**config.mk**
```make
export PLATFORM = sky130hd
export DESIGN_NAME = ff_seq_ctrl
export DESIGN_NICKNAME = d
export VERILOG_FILES = /design/src/rtl/ff_seq_ctrl.sv
export SDC_FILE = /design/constraint.sdc
export NUM_CORES = 1
export LEC_CHECK = 0
export ABC_AREA = 1
export CAP_MARGIN = 20
export CORE_MARGIN = 5
export CORE_UTILIZATION = 46
export DETAILED_ROUTE_END_ITERATION = 16
export PLACE_DENSITY = 0.83
export SYNTH_ARGS = -nofsm -noshare
export SYNTH_HDL_FRONTEND = slang
export SYNTH_SLANG_ARGS = --single-unit
```
**constraint.sdc**
```tcl
create_clock -name clk_i -period 3.7 [get_ports clk_i]
set_input_delay 0.37 -clock clk_i [delete_from_list [all_inputs] [get_ports clk_i]]
set_output_delay 0.37 -clock clk_i [all_outputs]
set_load 0.01 [all_outputs]
```
**src/rtl/ff_seq_ctrl.sv**
```systemverilog
// Command sequencer for the JK/SR/D/T flop bank: drives one flop for N edges,
// then snapshots all four flop outputs and returns them on a response channel.
module ff_seq_ctrl #(
  parameter int unsigned CNT_W = 4
) (
  input  logic             clk_i,
  input  logic             rst_i,
  input  logic             cmd_valid_i,
  output logic             cmd_ready_o,
  input  logic [1:0]       cmd_sel_i,
  input  logic [1:0]       cmd_val_i,
  input  logic [CNT_W-1:0] cmd_cycles_i,
  input  logic             cmd_clr_i,
  output logic             j_o,
  output logic             k_o,
  output logic             s_o,
  output logic             r_o,
  output logic             d_o,
  output logic             t_o,
  output logic             ff_rst_o,
  input  logic             qjk_i,
  input  logic             qsr_i,
  input  logic             qd_i,
  input  logic             qt_i,
  output logic             rsp_valid_o,
  input  logic             rsp_ready_i,
  output logic [3:0]       rsp_q_o,
  output logic [1:0]       rsp_sel_o,
  output logic             rsp_err_o
);

  typedef enum logic [1:0] {StIdle, StDrive, StCapture, StResp} state_e;

  localparam logic [1:0] SelJk = 2'd0;
  localparam logic [1:0] SelSr = 2'd1;
  localparam logic [1:0] SelD  = 2'd2;
  localparam logic [1:0] SelT  = 2'd3;

  state_e           state_q;
  logic [CNT_W-1:0] cnt_q;
  logic [1:0]       sel_q;
  logic [1:0]       val_q;
  logic             clr_q;
  logic [3:0]       rsp_q_q;
  logic [1:0]       rsp_sel_q;
  logic             rsp_err_q;

  logic sr_illegal;
  logic drive_en;

  assign sr_illegal = !clr_q && (sel_q == SelSr) && (val_q == 2'b11);
  assign drive_en   = (state_q == StDrive) && !clr_q && !rst_i;

  always_ff @(posedge clk_i) begin
    if (rst_i) begin
      state_q   <= StIdle;
      cnt_q     <= '0;
      sel_q     <= '0;
      val_q     <= '0;
      clr_q     <= 1'b0;
      rsp_q_q   <= '0;
      rsp_sel_q <= '0;
      rsp_err_q <= 1'b0;
    end else begin
      unique case (state_q)
        StIdle: begin
          if (cmd_valid_i) begin
            sel_q   <= cmd_sel_i;
            val_q   <= cmd_val_i;
            clr_q   <= cmd_clr_i;
            // A zero edge count behaves as a single edge.
            cnt_q   <= (cmd_cycles_i == '0) ? CNT_W'(1) : cmd_cycles_i;
            state_q <= StDrive;
          end
        end
        StDrive: begin
          cnt_q <= cnt_q - CNT_W'(1);
          if (cnt_q == CNT_W'(1)) state_q <= StCapture;
        end
        StCapture: begin
          rsp_q_q   <= {qt_i, qd_i, qsr_i, qjk_i};
          rsp_sel_q <= sel_q;
          rsp_err_q <= sr_illegal;
          state_q   <= StResp;
        end
        StResp: begin
          if (rsp_ready_i) state_q <= StIdle;
        end
        default: state_q <= StIdle;
      endcase
    end
  end

  // Unselected flops get idle drive; D is fed back so it holds its value.
  always_comb begin
    j_o = 1'b0;
    k_o = 1'b0;
    s_o = 1'b0;
    r_o = 1'b0;
    t_o = 1'b0;
    d_o = rst_i ? 1'b0 : qd_i;
    if (drive_en) begin
      unique case (sel_q)
        SelJk: begin
          j_o = val_q[1];
          k_o = val_q[0];
        end
        SelSr: begin
          if (!sr_illegal) begin
            s_o = val_q[1];
            r_o = val_q[0];
          end
        end
        SelD: d_o = val_q[0];
        SelT: t_o = val_q[0];
        default: ;
      endcase
    end
  end

  assign ff_rst_o    = rst_i || ((state_q == StDrive) && clr_q);
  assign cmd_ready_o = (state_q == StIdle);
  assign rsp_valid_o = (state_q == StResp);
  assign rsp_q_o     = rsp_q_q;
  assign rsp_sel_o   = rsp_sel_q;
  assign rsp_err_o   = rsp_err_q;

endmodule

```
==> flow_summary.toml, run 1 <==
[final_layout]
fillerInstances = 170
diodes = 0
layout_common_cells = "32 x clkdlybuf4s50_1, 19 x o21ai_0, 18 x dfxtp_1"
final_area_um2 = 1290
drive_gt1_share_pct = 6.75
area_delta_synth_final_pct = 43.0
final_common_cell = "clkdlybuf4s50_1"
utilization_pct = 67.4
nets = 187

[synth]
netlist_instances = 128
ys_ff_latch = 18
yosysTopAreaCell = "dfxtp_1"
synth.top_cell.area_share_pct = 39.8
syn_nets = 151
ys_seq_area_share_pct = 39.8
synth.area.top_cells = "dfxtp_1 40%, o21ai_0 10%, ha_1 8.3%"
ys_warn_count = 0
synth_area_um2 = 906
synthDistinctLibCells = 18
avgSynthCellArea_um2 = 7.08

[timing]
tightest_slew_ns = 0.331
post-route-min-period_ns = 2.61
finalSetupViolations = 0
fin_setup_tns_ns = 0
fin_ws_ns = 1.09
relSlewSlack_pct = 77.8
hold_slack_ns = 0.510
rsz0062_at_grt = "false"
skew_ns = 0.00444
hold_violations = 0
slew_violations = 0
period_share_pct = 70.6
fmaxAchievable_mhz = 383

[clock_network]
cts_inserted_buffers = 3
clk_latency_ns = 0.30
cts_max_path_buffers = 2
path_clk_slew_ns = 0.10
cts_sinks = 18
postCtsSetupBuffers = 0
htreeDepth = 1
post_cts_resized = 0
cts-root-buf = "clkbuf_4"
hold_buffers = 0
cts_tree = "built"

[die]
die-area_um2 = 2960
rows = 16
die_h_um = 54.4
die_w_um = 54.4
io_pins = 33
initial_core_util_pct = 47.1
core-area_um2 = 1920

[critical_path]
r2r_start = "state_q[1]"
startpoint_type = "input port"
cpPeakStageDelay_ns = 0.57
timing.critical_path.mode_cell = "clkdlybuf4s50_1"
worstRegToRegCells = 7
arrival_ns = 2.24
critPathRequiredTime_ns = 3.33
critPathKind = "input port to primary output"
critPathMaxFanout = 19
r2r_slack_ns = 2.23
crit_chain = "clkdlybuf4s50_1, inv_1, buf_4, nand3_1, nor2_1, nand2_1, o21ai_0, clkdlybuf4s50_1"
end_kind = "primary output"
slowest_stage = "clkdlybuf4s50_1"
r2r_end = "cnt_q[1]"

[power_and_ir_drop]
cellPowerDensity_nw_per_um2 = 644
peakVddDrop_v = 0.000412
p_leak_uw = 0.000530

[routing]
drt_iter0_markers = 15
avgRoutedWirePerCell_um = 12.0
dr_total_vias = 948
drtPass1Iterations = 5
routed_wl_mm = 2.29
viasPerCell = 4.99
drtAntennaViolNets = 0
drc = 0

[min_path]
holdPathEnd = "cnt_q[2]"
min_path_cells = 2
hold_path.class = "flop to flop"
min_from = "cnt_q[2]"

[place]
place_area_um2 = 1260
gp_congestion = 0.751
port_buffers = 32
pre_cts_ws_ns = 1.14
place_hpwl_mm = 1.76

[grt]
track_usage_pct = 18.8
grt_pass1_vias = 1000
grt_pass1_wl_mm = 4.06
antenna_found_initial = 0
overflow = 0
grt_max_degree = 20

[run_status]
status = "complete, no violations"

[run]
cap_violations = 0
-- worst max-delay path: cells and delay by family --
| family | cells | cell delay (ns) |
|---|---|---|
| simple gates | 3 | 0.40 |
| compound gates | 1 | 0.17 |
| buf+inv | 4 | 1.29 |
-- flip-flops by register name, summed over array words and instances (netlist names) --
| register | flops |
|---|---|
| rsp_err_o | 1 |
| val_q | 2 |
| clr_q | 1 |
| sel_q | 2 |
| cnt_q | 4 |
| rsp_q_o | 4 |
| rsp_sel_o | 2 |
| state_q | 2 |
-- worst max path at each step --
stage          cells past startpoint        from   to
6_report                           8       rst_i  d_o
3_5_place_dp                       8       rst_i  d_o
2_1_floorplan                      6  state_q[1]  d_o
3_3_place_gp                       8       rst_i  d_o
5_1_grt                            8       rst_i  d_o
4_1_cts                            8       rst_i  d_o
-- power breakdown --
part	internal (uW)	switching, uW
Clock	60.2	62.7
Sequential	263	42.6
Combinational	175	230
Total	499	335
-- per-stage QoR --
step	total power (uW)	std cells
final	834	190
after global routing	917	190
after CTS	838	190
after global placement	698	186
after detailed placement	713	186
after floorplan	557	128
-- per-layer routing --
metal,up-vias,track usage (%),wire [um]
met5,-,0,0
met4,0,6.22,24
met3,5,5.18,179
met2,40,31.7,1090
met1,412,22.9,989
li1,491,-,-
-- layout make-up --
type	count	area, um^2	area share, %
multi-input cells	92	477	36.8
flip-flops and latches	18	360	27.8
repair buffers	33	328	25.3
inverters	16	60.1	4.64
clock buffers	4	36.3	2.80
well taps	27	33.8	2.61
-- cells by family after synthesis --
logic type	count (synthesis)	share of synthesized area (%)
fa+ha+maj	6	8.29
simple gates	53	25.3
compound gates	33	19.1
flops	18	39.8
buf+inv	18	7.60
-- synthesized netlist by cell type --
cell type	number
nor2_2	1
o21ai_0	19
nand3_1	10
nor3b_1	1
clkbuf_1	1
inv_2	2
a21oi_2	1
nor4_1	1
ha_1	6
inv_1	14
buf_2	1
a21oi_1	12
o21ai_2	1
nand2_1	17
nand2_2	1
nor3_1	5
nor2_1	17
dfxtp_1	18
Power figures use the tool's default switching activity.
==> inputs of run 2 (changes only) <==
--- a/config.mk
+++ b/config.mk
@@ -8,9 +8,9 @@
 export ABC_AREA = 1
 export CAP_MARGIN = 20
 export CORE_MARGIN = 5
-export CORE_UTILIZATION = 46
+export CORE_UTILIZATION = 43
 export DETAILED_ROUTE_END_ITERATION = 16
-export PLACE_DENSITY = 0.83
+export PLACE_DENSITY = 0.79
 export SYNTH_ARGS = -nofsm -noshare
 export SYNTH_HDL_FRONTEND = slang
 export SYNTH_SLANG_ARGS = --single-unit
==> constraint.sdc (replaced) <==
create_clock -name clk_i -period 2.45 [get_ports clk_i]
set_input_delay 0.245 -clock clk_i [delete_from_list [all_inputs] [get_ports clk_i]]
set_output_delay 0.245 -clock clk_i [all_outputs]
set_load 0.01 [all_outputs]
==> run 2 against run 1 <==
Sequential power up 50%; combinational power rose by 58%; core utilization down 1.9 points; die area is 5.7% higher; global-route usage decreased by 2.7 points; power increased by 50%; highest routed layer is now met3; critical path type is now flop to primary output; non-clock buffer count is the same; hold slack worse by 0.019 ns; clock power rose by 21%; flip-flop and latch count did not move; sequential share of layout area fell by 0.081 points.
==> flow_summary.toml, run 2 (same netlist as run 1, synthesis figures left out) <==
[run_status]
status = "complete, no violations"

[critical_path]
critPathRequiredTime_ns = 2.20
startpoint_type = "flop"
r2r_start = "state_q[1]"
arrival_ns = 2.02
r2r_slack_ns = 0.90
critPathMaxFanout = 7
critPathKind = "flop to primary output"
crit_path_start = "state_q[1]"
end_kind = "primary output"

[timing]
period_share_pct = 92.4
relSlewSlack_pct = 72.7
hold_violations = 0
tightest_slew_ns = 0.406
skew_ns = 0.00460
post-route-min-period_ns = 2.26
slew_violations = 0
fmaxAchievable_mhz = 442
rsz0062_at_grt = "false"
finalSetupViolations = 0
fin_setup_tns_ns = 0

[clock_network]
clk_latency_ns = 0.29
cts_sinks = 18
cts_tree = "built"
cts_max_path_buffers = 2
cts_inserted_buffers = 3
path_clk_slew_ns = 0.10
hold_buffers = 0
cts-root-buf = "clkbuf_4"
htreeDepth = 1
postCtsSetupBuffers = 0

[place]
place_hpwl_mm = 1.86
gp_congestion = 0.849
place_area_um2 = 1260
port_buffers = 32

[final_layout]
area_delta_synth_final_pct = 43.4
utilization_pct = 65.5
final_area_um2 = 1300
multi_input_area_um2 = 494
nets = 187
drive_gt1_share_pct = 7.41
fillerInstances = 169
final-seq-area_um2 = 360
layout_common_cells = "32 x clkdlybuf4s50_1, 19 x o21ai_0, 18 x dfxtp_1"
final_common_cell = "clkdlybuf4s50_1"
diodes = 0

[routing]
drt_iter0_markers = 18
avgRoutedWirePerCell_um = 12.7
drc = 0
dr_total_vias = 969
routed_wl_mm = 2.40
drtAntennaViolNets = 0
viasPerCell = 5.13
drtPass1Iterations = 5

[die]
die_h_um = 55.9
rows = 16
io_pins = 33
initial_core_util_pct = 45.7
die_w_um = 55.9
die-area_um2 = 3120
core-area_um2 = 1980

[grt]
grt_max_degree = 19
grt_pass1_wl_mm = 4.16
grt_pass1_vias = 942
antenna_found_initial = 0
track_usage_pct = 16.1
overflow = 0

[min_path]
min_from = "cnt_q[2]"
hold_path.class = "flop to flop"

[power_and_ir_drop]
cellPowerDensity_nw_per_um2 = 962
peakVddDrop_v = 0.000603
p_total_uw = 1250
p_leak_uw = 0.000524

[run]
cap_violations = 0
-- run 2: cell count changes in the layout (fill, tap and decap cells not counted), sizes merged --
| cell | previous run | this run |
|---|---|---|
| clkbuf | 4 | 3 |
-- run 2: cell type report --
cell class	instances	share of cell area [%]
timing repair buffer	33	25.2
inverter	16	4.62
tap	27	2.60
sequential	18	27.7
multi-input combinational	92	38.1
clock buffer	3	1.73
-- run 2: metrics by stage --
step,hold slack (ns),instances,setup WS [ns]
after floorplan,0.307,128,0.923
after global placement,0.477,186,0.328
after detailed placement,0.480,186,0.276
after CTS,0.496,189,0.0506
after global routing,0.521,189,0.0505
final,0.491,189,0.187
-- run 2: report_power, final --
group / internal, uW / switching [uW]
registers: 397 / 62.7
logic: 276 / 365
clock network: 57.2 / 91.3
total: 731 / 519
-- run 2: routing by layer --
metal / vias to the layer above / wire, um / share of wire [%] / global-route usage (%)
met5: - / 0 / 0 / 0
met4: 0 / 0 / 0 / 4.07
met3: 0 / 169 / 7.0 / 5.10
met2: 34 / 1200 / 50 / 27.2
met1: 444 / 1040 / 43 / 19.6
li1: 491 / - / - / -
-- run 2: worst max-delay path, cell delays in order, from the launching register on --
cell,delay [ns]
dfxtp_1,0.34
inv_1,0.13
ha_4,0.20
nand3_2,0.15
nor2_1,0.12
nand2_1,0.07
o21ai_0,0.16
clkdlybuf4s50_1,0.56
-- run 2: final timing paths --
check              to  depth (start not counted)
max               d_o                          7
min          cnt_q[2]                          2
min reg2reg  cnt_q[2]                          2
max reg2reg  cnt_q[1]                          7
-- run 2: repair_timing --
action                                 4_1_cts  5_1_grt
endpoints found under the hold margin        0        0
setup endpoints to repair                    1        2
gates resized for setup                      1        2
==> inputs of run 3 (changes only) <==
--- a/config.mk
+++ b/config.mk
@@ -6,11 +6,12 @@
 export NUM_CORES = 1
 export LEC_CHECK = 0
 export ABC_AREA = 1
-export CAP_MARGIN = 20
+export CAP_MARGIN = 40
 export CORE_MARGIN = 5
-export CORE_UTILIZATION = 43
+export CORE_UTILIZATION = 46
+export CTS_CLUSTER_SIZE = 28
 export DETAILED_ROUTE_END_ITERATION = 16
-export PLACE_DENSITY = 0.79
+export PLACE_DENSITY = 0.83
 export SYNTH_ARGS = -nofsm -noshare
 export SYNTH_HDL_FRONTEND = slang
 export SYNTH_SLANG_ARGS = --single-unit
==> constraint.sdc (replaced) <==
create_clock -name clk_i -period 2.63 [get_ports clk_i]
set_input_delay 0.263 -clock clk_i [delete_from_list [all_inputs] [get_ports clk_i]]
set_output_delay 0.263 -clock clk_i [all_outputs]
set_load 0.01 [all_outputs]
==> run 3 against run 2 <==
Clock power shrank 11%; critical path depth is the same; cell area shrank 0.96%; die area shrank 5.4%; core utilization grew 1.4 points; sequential power shrank 7.2%; via count shrank 0.93%; critical path type unchanged; largest power group unchanged.
==> flow_summary.toml, run 3 (same netlist as run 1, synthesis figures left out) <==
[timing]
hold_violations = 0
rsz0062_at_grt = "false"
skew_ns = 0.00264
post-route-min-period_ns = 2.40
fin_setup_tns_ns = 0
relSlewSlack_pct = 74.0
fmaxAchievable_mhz = 416
tightest_slew_ns = 0.386
slew_violations = 0
finalSetupViolations = 0
period_share_pct = 91.3

[grt]
use_met1_pct = 20.5
grt_max_degree = 19
antenna_found_initial = 0
grt_busiest_layer = "met2"
grt_pass1_vias = 929
grt_pass1_wl_mm = 3.66
track_usage_pct = 16.6
met2_usage_pct = 27.5
overflow = 0
grtUsageMet3_pct = 7.36

[critical_path]
slowest_stage = "clkdlybuf4s50_1"
end_kind = "primary output"
crit_chain = "inv_1, ha_1, nand3_2, nor2_1, nand2_1, o21ai_0, clkdlybuf4s50_1"
r2r_start = "state_q[1]"
critPathRequiredTime_ns = 2.37
critPathMaxFanout = 7
r2r_end = "cnt_q[1]"
arrival_ns = 2.14
r2r_slack_ns = 1.13
startpoint_type = "flop"
cpPeakStageDelay_ns = 0.57
critPathKind = "flop to primary output"
worstRegToRegCells = 7

[final_layout]
final-seq-area_um2 = 360
nets = 187
layout_common_cells = "32 x clkdlybuf4s50_1, 19 x o21ai_0, 18 x dfxtp_1"
utilization_pct = 66.9
final_common_cell = "clkdlybuf4s50_1"
diodes = 0
multi_input_area_um2 = 482
fillerInstances = 186
drive_gt1_share_pct = 6.79
final_area_um2 = 1290
area_delta_synth_final_pct = 42.0

[clock_network]
path_clk_slew_ns = 0.10
cts_tree = "built"
htreeDepth = 1
cts_inserted_buffers = 3
hold_buffers = 0
cts_sinks = 18
clk_latency_ns = 0.28
cts-root-buf = "clkbuf_4"
cts_max_path_buffers = 2

[routing]
drc = 0
routed_wl_mm = 2.27
drtPass1Iterations = 4
dr_total_vias = 960
avgRoutedWirePerCell_um = 12.0
viasPerCell = 5.08
drtAntennaViolNets = 0
drt_iter0_markers = 4

[place]
place_area_um2 = 1260
gp_congestion = 0.766
place_hpwl_mm = 1.78
port_buffers = 32

[die]
core-area_um2 = 1920
die-area_um2 = 2960
initial_core_util_pct = 47.1
rows = 16
die_w_um = 54.4
die_h_um = 54.4
io_pins = 33

[run_status]
status = "complete, no violations"

[min_path]
holdPathEnd = "cnt_q[2]"
min_from = "cnt_q[2]"
min_path_cells = 2
hold_path.class = "flop to flop"

[power_and_ir_drop]
peakVddDrop_v = 0.000542
p_total_uw = 1140
cellPowerDensity_nw_per_um2 = 883
p_leak_uw = 0.000523

[run]
cap_violations = 0
## run 3: cell counts in the layout (fill, tap and decap cells not counted)
No cell type changed its count.
## run 3: what timing repair did
| action | 4_1_cts | 5_1_grt |
|---|---|---|
| resized for setup | 0 | 1 |
| buffers inserted | 0 | 0 |
| setup endpoints to repair | 0 | 1 |
## run 3: final cells by class
| type | count | share of cell area [%] |
|---|---|---|
| multi-input combinational | 92 | 37.5 |
| sequential | 18 | 28.0 |
| timing repair buffer | 33 | 25.5 |
| inverter | 16 | 4.67 |
| tap | 27 | 2.63 |
| clock buffer | 3 | 1.75 |
## run 3: per-layer routing
metal / vias to the layer above / share of wire (%) / routed length (um)
met2: 28 / 47 / 1070
met5: - / 0 / 0
li1: 493 / - / -
met1: 439 / 45 / 1010
met4: 0 / 0 / 0
met3: 0 / 8.5 / 193
## run 3: critical path, delay by kind of cell, from the launching register on
| kind | cells | cell delay, ns |
|---|---|---|
| AOI/OAI and AO/OA | 1 | 0.16 |
| buffers and inverters | 2 | 0.67 |
| and+or+nand+nor | 3 | 0.36 |
| adders and majority gates | 1 | 0.33 |
| DFF | 1 | 0.34 |
## run 3: through the flow
step                      hold WS, ns  worst slack [ns]  cells
after floorplan                 0.325              1.09    128
after global placement          0.476             0.478    186
after detailed placement        0.483             0.420    186
after CTS                       0.497             0.151    189
after global routing            0.537            0.0690    189
final                           0.498             0.229    189
## run 3: how the worst max path moves through the flow
stage,from,to,slack (ns),cells after the start
floorplan,state_q[1],d_o,1.09,6
global placement,rst_i,d_o,0.48,7
detailed placement,rst_i,d_o,0.42,7
CTS,state_q[1],d_o,0.15,7
global route,state_q[1],d_o,0.07,7
finish,state_q[1],d_o,0.23,7
## run 3: power breakdown
part / total [uW] / leakage, uW / switching [uW] / internal, uW
registers: 427 / 0.000148 / 56.5 / 370
logic: 577 / 0.000361 / 328 / 249
clock network: 132 / 0.0000138 / 78.7 / 53.1
